<file path="src/rtl/uart_packet_receiver_if.sv">
// uart_packet_receiver_if: serial input and packet/status outputs of the UART packet receiver
interface uart_packet_receiver_if #(parameter int PACKET_SIZE = 2);
  logic rxd;
  logic [8*PACKET_SIZE-1:0] packet;
  logic valid;
  logic busy;
  logic frame_err;
  logic timeout;
  modport master(output rxd, input packet, valid, busy, frame_err, timeout);
  modport slave(input rxd, output packet, valid, busy, frame_err, timeout);
endinterface

</file>
<file path="src/rtl/uart_packet_receiver.sv">
// uart_packet_receiver: 8N1 UART deserialiser assembling PACKET_SIZE bytes into one packet word
module uart_packet_receiver #(
  parameter int CLKS_PER_BIT = 104,
  parameter int PACKET_SIZE = 2,
  parameter int TIMEOUT_BITS = 20
) (
  input logic clk,
  input logic rst,
  uart_packet_receiver_if.slave bus
);
  localparam int TW = $clog2(CLKS_PER_BIT);
  localparam int BW = $clog2(PACKET_SIZE + 1);
  localparam int TO = TIMEOUT_BITS * CLKS_PER_BIT;
  localparam int IW = $clog2(TO + 1);
  localparam int PW = 8 * PACKET_SIZE;
  typedef enum logic [1:0] {IDLE, START, DATA, STOP} state_t;
  state_t state;
  logic rx_meta, rxs, armed;
  logic [TW-1:0] timer;
  logic [2:0] bit_idx;
  logic [7:0] shift;
  logic [BW-1:0] byte_idx;
  logic [IW-1:0] idle_cnt;
  logic [PW-1:0] assembly, asm_next, packet_r;
  logic valid_r, fe_r, to_r;
  logic bit_end;
  assign bit_end = timer == TW'(CLKS_PER_BIT - 1);
  always_comb begin
    asm_next = assembly;
    asm_next[PW - 8 - 8*int'(byte_idx) +: 8] = shift;
  end
  // armed drops after a bad stop bit so the still-low line is not taken as a new start
  always_ff @(posedge clk) begin
    if (rst) begin
      rx_meta <= 1'b1;
      rxs <= 1'b1;
      armed <= 1'b1;
      state <= IDLE;
      timer <= '0;
      bit_idx <= '0;
      shift <= '0;
      byte_idx <= '0;
      idle_cnt <= '0;
      assembly <= '0;
      packet_r <= '0;
      valid_r <= 1'b0;
      fe_r <= 1'b0;
      to_r <= 1'b0;
    end else begin
      rx_meta <= bus.rxd;
      rxs <= rx_meta;
      valid_r <= 1'b0;
      fe_r <= 1'b0;
      to_r <= 1'b0;
      case (state)
        IDLE: begin
          timer <= '0;
          if (!armed) armed <= rxs;
          else if (!rxs) begin
            state <= START;
            idle_cnt <= '0;
          end else if (byte_idx != '0) begin
            if (idle_cnt == IW'(TO - 1)) begin
              to_r <= 1'b1;
              byte_idx <= '0;
              idle_cnt <= '0;
            end else idle_cnt <= idle_cnt + 1'b1;
          end
        end
        START: begin
          if (timer == TW'(CLKS_PER_BIT/2 - 1)) begin
            timer <= '0;
            if (!rxs) begin
              state <= DATA;
              bit_idx <= '0;
            end else begin
              state <= IDLE;
              fe_r <= 1'b1;
              byte_idx <= '0;
            end
          end else timer <= timer + 1'b1;
        end
        DATA: begin
          if (bit_end) begin
            timer <= '0;
            shift <= {rxs, shift[7:1]};
            bit_idx <= bit_idx + 1'b1;
            if (bit_idx == 3'd7) state <= STOP;
          end else timer <= timer + 1'b1;
        end
        STOP: begin
          if (bit_end) begin
            timer <= '0;
            state <= IDLE;
            if (rxs) begin
              if (byte_idx == BW'(PACKET_SIZE - 1)) begin
                packet_r <= asm_next;
                valid_r <= 1'b1;
                byte_idx <= '0;
              end else begin
                assembly <= asm_next;
                byte_idx <= byte_idx + 1'b1;
              end
            end else begin
              fe_r <= 1'b1;
              byte_idx <= '0;
              armed <= 1'b0;
            end
          end else timer <= timer + 1'b1;
        end
        default: state <= IDLE;
      endcase
    end
  end
  assign bus.packet = packet_r;
  assign bus.valid = valid_r;
  assign bus.frame_err = fe_r;
  assign bus.timeout = to_r;
  assign bus.busy = (state != IDLE) || (byte_idx != '0);
endmodule

</file>
<file path="src/flat_wrapper.sv">
// flat-port wrapper written by rule: the top's interface ports become plain ports
module uart_packet_receiver_flat 
#(
  parameter int CLKS_PER_BIT = 104,
  parameter int PACKET_SIZE = 2,
  parameter int TIMEOUT_BITS = 20
)
  (clk, rst, bus_rxd, bus_packet, bus_valid, bus_busy, bus_frame_err, bus_timeout);
  uart_packet_receiver_if #(.PACKET_SIZE(PACKET_SIZE)) bus_i ();
  input logic clk;
  input logic rst;
  input wire logic [$bits(bus_i.rxd)-1:0] bus_rxd;
  output wire logic [$bits(bus_i.packet)-1:0] bus_packet;
  output wire logic [$bits(bus_i.valid)-1:0] bus_valid;
  output wire logic [$bits(bus_i.busy)-1:0] bus_busy;
  output wire logic [$bits(bus_i.frame_err)-1:0] bus_frame_err;
  output wire logic [$bits(bus_i.timeout)-1:0] bus_timeout;
  assign bus_i.rxd = bus_rxd;
  assign bus_packet = bus_i.packet;
  assign bus_valid = bus_i.valid;
  assign bus_busy = bus_i.busy;
  assign bus_frame_err = bus_i.frame_err;
  assign bus_timeout = bus_i.timeout;
  uart_packet_receiver #(.CLKS_PER_BIT(CLKS_PER_BIT), .PACKET_SIZE(PACKET_SIZE), .TIMEOUT_BITS(TIMEOUT_BITS)) u_core (.clk(clk), .rst(rst), .bus(bus_i));
endmodule
</file>
<file path="config.mk">
export PLATFORM = sky130hd
export DESIGN_NAME = uart_packet_receiver_flat
export DESIGN_NICKNAME = d
export VERILOG_FILES = /design/src/rtl/uart_packet_receiver_if.sv /design/src/rtl/uart_packet_receiver.sv /design/src/flat_wrapper.sv
export SDC_FILE = /design/constraint.sdc
export NUM_CORES = 1
export LEC_CHECK = 0
export BUFFER_PORTS_ARGS = -buffer_cell sky130_fd_sc_hd__buf_4
export CORE_MARGIN = 8
export CORE_UTILIZATION = 25
export DETAILED_ROUTE_END_ITERATION = 8
export SETUP_SLACK_MARGIN = 0.5
export SLEW_MARGIN = 20
export SYNTH_ARGS = -nofsm -noshare
export SYNTH_HDL_FRONTEND = slang
export SYNTH_SLANG_ARGS = --single-unit
</file>
<file path="constraint.sdc">
create_clock -name clk -period 3.2 [get_ports clk]
set_input_delay 0.16 -clock clk [delete_from_list [all_inputs] [get_ports clk]]
set_output_delay 0.16 -clock clk [all_outputs]
set_load 0.01 [all_outputs]
</file>
== Yosys cells after proc, flatten, opt, wreduce, memory -nomap -nowiden ==
Cells that the tools add are included.
Widths: inputs -> output; s select.

* Register bits after elaboration: 72
* Input bits: 3
* Output and inout port bits: 20
* Logic and storage cells: 108

* Add/sub/neg operators: 6
* Eq/ne operators: 21
* Shifts and indexed selects: 2
* Multiplexer cells: 40
* Bitwise gates (word level): 7
* Reduce and logical (&&, ||, !) cells: 18

{| class="wikitable"
|+ Operators with widths
! kind !! number
|-
| $mux 12 || 3
|-
| $neg 32->33 || 1
|-
| $shift 8x33->16 const A || 1
|-
| $shiftx 8x33->16 || 1
|-
| $mux 2 || 16
|-
| $pmux 7 s3 || 1
|-
| $ne 2x1->1 const B || 9
|-
| $bwmux 16 || 1
|-
| $mux 7 || 2
|-
| $add 12x1->12 const B || 1
|-
| $eq 12x12->1 const B || 1
|-
| $reduce_and 4->1 || 3
|-
| $mux 1 || 9
|-
| $mux 3 || 3
|-
| $ne 2x2->1 const B || 4
|-
| $pmux 2 s4 || 1
|-
| $reduce_and 8->1 || 1
|-
| $reduce_bool 2->1 || 4
|-
| $add 7x1->7 const B || 1
|-
| $eq 7x6->1 const B || 1
|-
| $eq 7x7->1 const B || 1
|-
| $not 1->1 || 7
|-
| $pmux 2 s3 || 1
|-
| $pmux 3 s2 || 1
|-
| 16 further kinds || 20
|}

== Longest topological paths before layout ==
* Depth in word-level cells: 6
* Gate-level depth with buffers: 8

== Worst setup path after synthesis ==
No wires, ideal clock.

* Kind: register -> register
* Start point: reg u_core.state[0]
* End point: reg (tool-made name)
* Setup time: 0.070 ns
* Arrival time: 1.720 ns
* Slack: 1.409 ns
* Stages on the path, launching flop included: 8
* Period minus slack after synthesis: 1.791 ns
* Cells stage by stage: dfxtp_1 > inv_1 > ha_1 > buf_4 > nor2_1 > o2111ai_1 > or4b_1 > a21oi_1

{| class="wikitable"
|+ RTL lines
! item !! line !! text
|-
| from (decl) || uart_packet_receiver.sv:17 || <nowiki>state_t state;</nowiki>
|-
| from (signal assigned) || uart_packet_receiver.sv:38 || <nowiki>state <= IDLE;</nowiki>
|-
| from (signal assigned) || uart_packet_receiver.sv:60 || <nowiki>state <= START;</nowiki>
|-
| from (signal assigned) || uart_packet_receiver.sv:74 || <nowiki>state <= DATA;</nowiki>
|}

== Worst setup path after layout ==
* Start point: reg u_core.byte_idx[0]
* End point: reg u_core.assembly[12]

* Cells in the longest elaborated chain, start to end: 4

{| class="wikitable"
|+ Ends and longest elaborated chain
! item !! line !! text
|-
| from (decl) || uart_packet_receiver.sv:22 || <nowiki>logic [BW-1:0] byte_idx;</nowiki>
|-
| from (signal assigned) || uart_packet_receiver.sv:102 || <nowiki>byte_idx <= byte_idx + 1'b1;</nowiki>
|-
| $sub 4x5->6 || uart_packet_receiver.sv:30 || <nowiki>asm_next[PW - 8 - 8*int'(byte_idx) +: 8] = shift;</nowiki>
|-
| $neg 32->33 || uart_packet_receiver.sv:30 ||
|-
| $shiftx 8x33->16 or $shift 8x33->16 (tied branches) || uart_packet_receiver.sv:30 ||
|-
| $bwmux 16 || uart_packet_receiver.sv:30 ||
|-
| to (signal assigned) || uart_packet_receiver.sv:101 || <nowiki>assembly <= asm_next;</nowiki>
|-
| to (decl) || uart_packet_receiver.sv:24 || <nowiki>logic [PW-1:0] assembly, asm_next, packet_r;</nowiki>
|}

Parallel ways exist; a longest one is shown, timed or not.
A chain may end at the register's enable or synchronous reset.

==> impl_summary.log <==
INFO  metric outcome = finished, final reports clean
INFO  metric worst_path_largest_cell_delay = between 500 and 600 ps
INFO  metric h_tree_depth = 3
INFO  metric clk_pin_slew = about 70 ps
INFO  metric fin_nets = 405
INFO  metric number_of_remaining_drc_errors = 0
INFO  metric ctsHoldBuffers = 0
INFO  metric fin_crit_sh = 69.4%
INFO  metric final_layout_size_suffix_gt1_share = a little over an eighth
INFO  metric startpoint_class_of_the_critical_path = flop
INFO  metric number_of_antenna_violations_at_the_first_check_in_global_routing = 0
INFO  metric worst-endpoint-arrival = 2460 ps
INFO  metric place_area = 0.00358 mm^2
INFO  metric viasPerCell = 4.68
INFO  metric number_of_flops_mapped_to_enable_cells_by_yosys = 0
INFO  metric timing.critical_path.slowest_stage_cell = sky130_fd_sc_hd__nor3b_1
INFO  metric num_vias = around 2700
INFO  metric end_kind = flop
INFO  metric synth-warning-count = 0
INFO  metric design.core.area = roughly 0.013 mm^2
INFO  metric track_usage = just under 9%
INFO  metric synth_area_per_cell = 8.76 um^2
INFO  metric final_area = 0.00386 mm^2
INFO  metric yosys.area.top_type_share = between 40% and 50%
INFO  metric cts-resized-gates = 0
INFO  metric crit_chain = inv_1 > ha_1 > nor3b_1 > buf_4 > a21oi_1 > a211oi_1
INFO  metric setup_viol_count_final = 0
INFO  metric fmax = 0.450 GHz
INFO  metric crit_path_max_fanout = 15
INFO  metric synth.top_cells.by_area = sky130_fd_sc_hd__dfxtp_1 44%, sky130_fd_sc_hd__a211oi_1 7.9%, sky130_fd_sc_hd__nor2_1 6.6%
INFO  metric routed_wire_length_per_instance = 12.4 um
INFO  metric detail-route-antenna-nets = 0
INFO  metric grt_pass1_vias = between 2000 and 2500
INFO  metric fin_setup_tns = 0 ps
INFO  metric synth.cell_area = between 0.003 and 0.004 mm^2
INFO  metric final.setup_skew = 11.2 ps
INFO  metric gp_congestion = roughly 0.76
INFO  metric minimum_clock_period_after_layout = approximately 2200 ps
INFO  metric grt_first_pass_wirelength = 11.9 mm
INFO  metric worstSetupPathType = flop to flop
INFO  metric whs = between 20 and 25 ps
INFO  metric floorplan.initialDensity = approximately 26%
INFO  metric std_cell_rows = 41
INFO  metric drt_wl_total = approximately 7 mm
INFO  metric ios = 23
INFO  metric grt_setup_unrepaired = no
INFO  metric drt_first_iter_violations = approximately 190
INFO  metric timing.slew.headroom = between 50% and 60%
INFO  metric die_x_extent = 130 um
INFO  metric grt_max_degree = 62
INFO  metric clk_path_buf_depth = 2
INFO  metric critPathTopFamily = simple AND/OR/NAND/NOR gates
INFO  metric clock_tree_from_tritoncts = yes
INFO  metric synth_top_flop_cell = sky130_fd_sc_hd__dfxtp_1
INFO  metric report.final.slew_viol_count = 0
INFO  metric die_area = ~0.017 mm^2
INFO  metric yosys_register_bits = 72
INFO  metric cts_sinks = about 70
INFO  metric vdd_ir_drop_max = 0.231 mV
INFO  metric drt_pre_antenna_iters = 4
INFO  metric tightest_slew = between 600 and 700 ps
INFO  metric cellPowerDensity = 504 mW/mm^2
INFO  metric place_hpwl = approximately 4.8 mm
INFO  metric yosys.cell_count.top_type = sky130_fd_sc_hd__dfxtp_1
INFO  metric cts_setup_buffers = 0
INFO  metric port_buffers = 22
INFO  metric insertion_delay = ~330 ps
INFO  metric worst_endpoint_required_time = roughly 3400 ps
INFO  metric postSynthCellCount = 370
INFO  metric flow.area_growth_from_synthesis = 19.2%
INFO  metric ys_async_sr_fraction = 0%
INFO  metric floorplan.die.height = 130 um
INFO  metric synthDistinctLibCells = 44
INFO  metric synth_area_leader_cell = sky130_fd_sc_hd__dfxtp_1
INFO  metric max_cap_violations = 0
INFO  metric overall_overflow_remaining_after_global_route = 0
INFO  metric clockRootBuffer = sky130_fd_sc_hd__clkbuf_16
INFO  metric timing.hold.worst.class = input pin to flop
INFO  metric synthTopCellsByCount = 72 x sky130_fd_sc_hd__dfxtp_1, 57 x sky130_fd_sc_hd__nor2_1, 34 x sky130_fd_sc_hd__a211oi_1
INFO  metric finalHoldViolCount = 0
INFO  metric synth_sequential_area_ratio = 44.5%
INFO  metric antennaDiodeCount = 0
INFO  metric fin_util = between 30% and 40%
INFO  metric leakage = between 0.001 and 0.0015 uW
INFO  metric postSynthNetCount = between 300 and 400
INFO  metric cts-buffers-inserted = 9
INFO  metric critPathBufInv = 2
worst register-to-register path, cell delays in order, from the launching register on:
cell	delay (ps)
sky130_fd_sc_hd__dfxtp_1	350
sky130_fd_sc_hd__inv_1	120
sky130_fd_sc_hd__ha_1	520
sky130_fd_sc_hd__nor3b_1	580
sky130_fd_sc_hd__buf_4	230
sky130_fd_sc_hd__a21oi_1	90
sky130_fd_sc_hd__a211oi_1	250
through the flow:
stage,std cells,setup WS [ps],total power (uW)
2_1_floorplan,370,1410,989
3_3_place_gp,550,1160,1010
3_5_place_dp,550,989,1010
4_1_cts,566,991,1980
5_1_grt,566,750,2030
6_report,566,978,1950
cells by family (layout without fill, tap and decap cells):
kind of cell	after synthesis	count (layout)	synth area share (%)
XOR/XNOR	12	12	3.24
flip-flops	72	72	44.5
buffers and inverters	27	51	3.44
multiplexers	2	2	0.618
AO/OA/AOI/OAI	89	89	18.6
AND/OR/NAND/NOR	155	155	24.6
adder cells (fa/ha/maj)	13	13	5.02
cells in the final DEF (no fill, tap or decap), types with 3 or more instances in the layout:
master | synthesis | final
sky130_fd_sc_hd__a211oi_1 | 34 | 34
sky130_fd_sc_hd__a21oi_1 | 32 | 32
sky130_fd_sc_hd__a311oi_1 | 3 | 3
sky130_fd_sc_hd__and2_1 | 3 | 3
sky130_fd_sc_hd__buf_4 | 1 | 27
sky130_fd_sc_hd__clkbuf_16 | 0 | 9
sky130_fd_sc_hd__dfxtp_1 | 72 | 72
sky130_fd_sc_hd__ha_1 | 13 | 13
sky130_fd_sc_hd__inv_1 | 8 | 8
sky130_fd_sc_hd__inv_6 | 0 | 4
sky130_fd_sc_hd__nand2_1 | 26 | 26
sky130_fd_sc_hd__nand2b_1 | 3 | 3
sky130_fd_sc_hd__nand3_1 | 16 | 16
sky130_fd_sc_hd__nand4_1 | 7 | 7
sky130_fd_sc_hd__nor2_1 | 57 | 57
sky130_fd_sc_hd__nor2b_1 | 19 | 19
sky130_fd_sc_hd__nor3_1 | 3 | 3
sky130_fd_sc_hd__o21ai_0 | 7 | 7
sky130_fd_sc_hd__xnor2_1 | 3 | 3
sky130_fd_sc_hd__xor2_1 | 9 | 9
final cells by class:
class / count / area, um^2
Clock buffer: 9 / 225
Clock inverter: 7 / 61.3
Fill cell: 1336 / 8760
Inverter: 8 / 30.0
Multi-Input combinational cell: 271 / 1690
Sequential cell: 72 / 1440
Tap cell: 172 / 215
Timing Repair Buffer: 27 / 203
where the power goes:
group          leakage [uW]  internal (uW)  switching [uW]
clock network      0.000135            541             416
registers          0.000580            901            5.54
logic              0.000618           30.1            54.1
routing by layer:
metal  track usage (%)  wire length, um  vias to the layer above
met5                 0                0                        -
met4              3.48               85                        0
met3              2.24              286                        7
met2              14.7             3420                       43
met1              10.5             3240                     1246
li1                  -                -                     1355
final timing paths:
kind / slack [ps] / endpoint / start / depth (start not counted)
max: 980 / u_core.assembly[12]$_SDFFE_PP0P_ / u_core.byte_idx[0]$_SDFFE_PP0P_ / 6
min: 20 / u_core.rx_meta$_SDFF_PP1_ / bus_rxd / 2
max reg2reg: 980 / u_core.assembly[12]$_SDFFE_PP0P_ / u_core.byte_idx[0]$_SDFFE_PP0P_ / 6
min reg2reg: 410 / u_core.rxs$_SDFF_PP1_ / u_core.rx_meta$_SDFF_PP1_ / 1
registers in the layout, summed over array words and instances, names as in the netlist, named ones only:
| register | count |
|---|---|
| u_core.rxs | 1 |
| u_core.armed | 1 |
| u_core.byte_idx | 2 |
| u_core.timer | 7 |
| u_core.bus.valid | 1 |
| u_core.bus.timeout | 1 |
| u_core.rx_meta | 1 |
| u_core.bus.packet | 16 |
| u_core.shift | 8 |
| u_core.state | 1 |
| u_core.idle_cnt | 12 |
| u_core.bit_idx | 3 |
| u_core.assembly | 16 |
| u_core.bus.frame_err | 1 |
(Power assumes the default switching activity.)
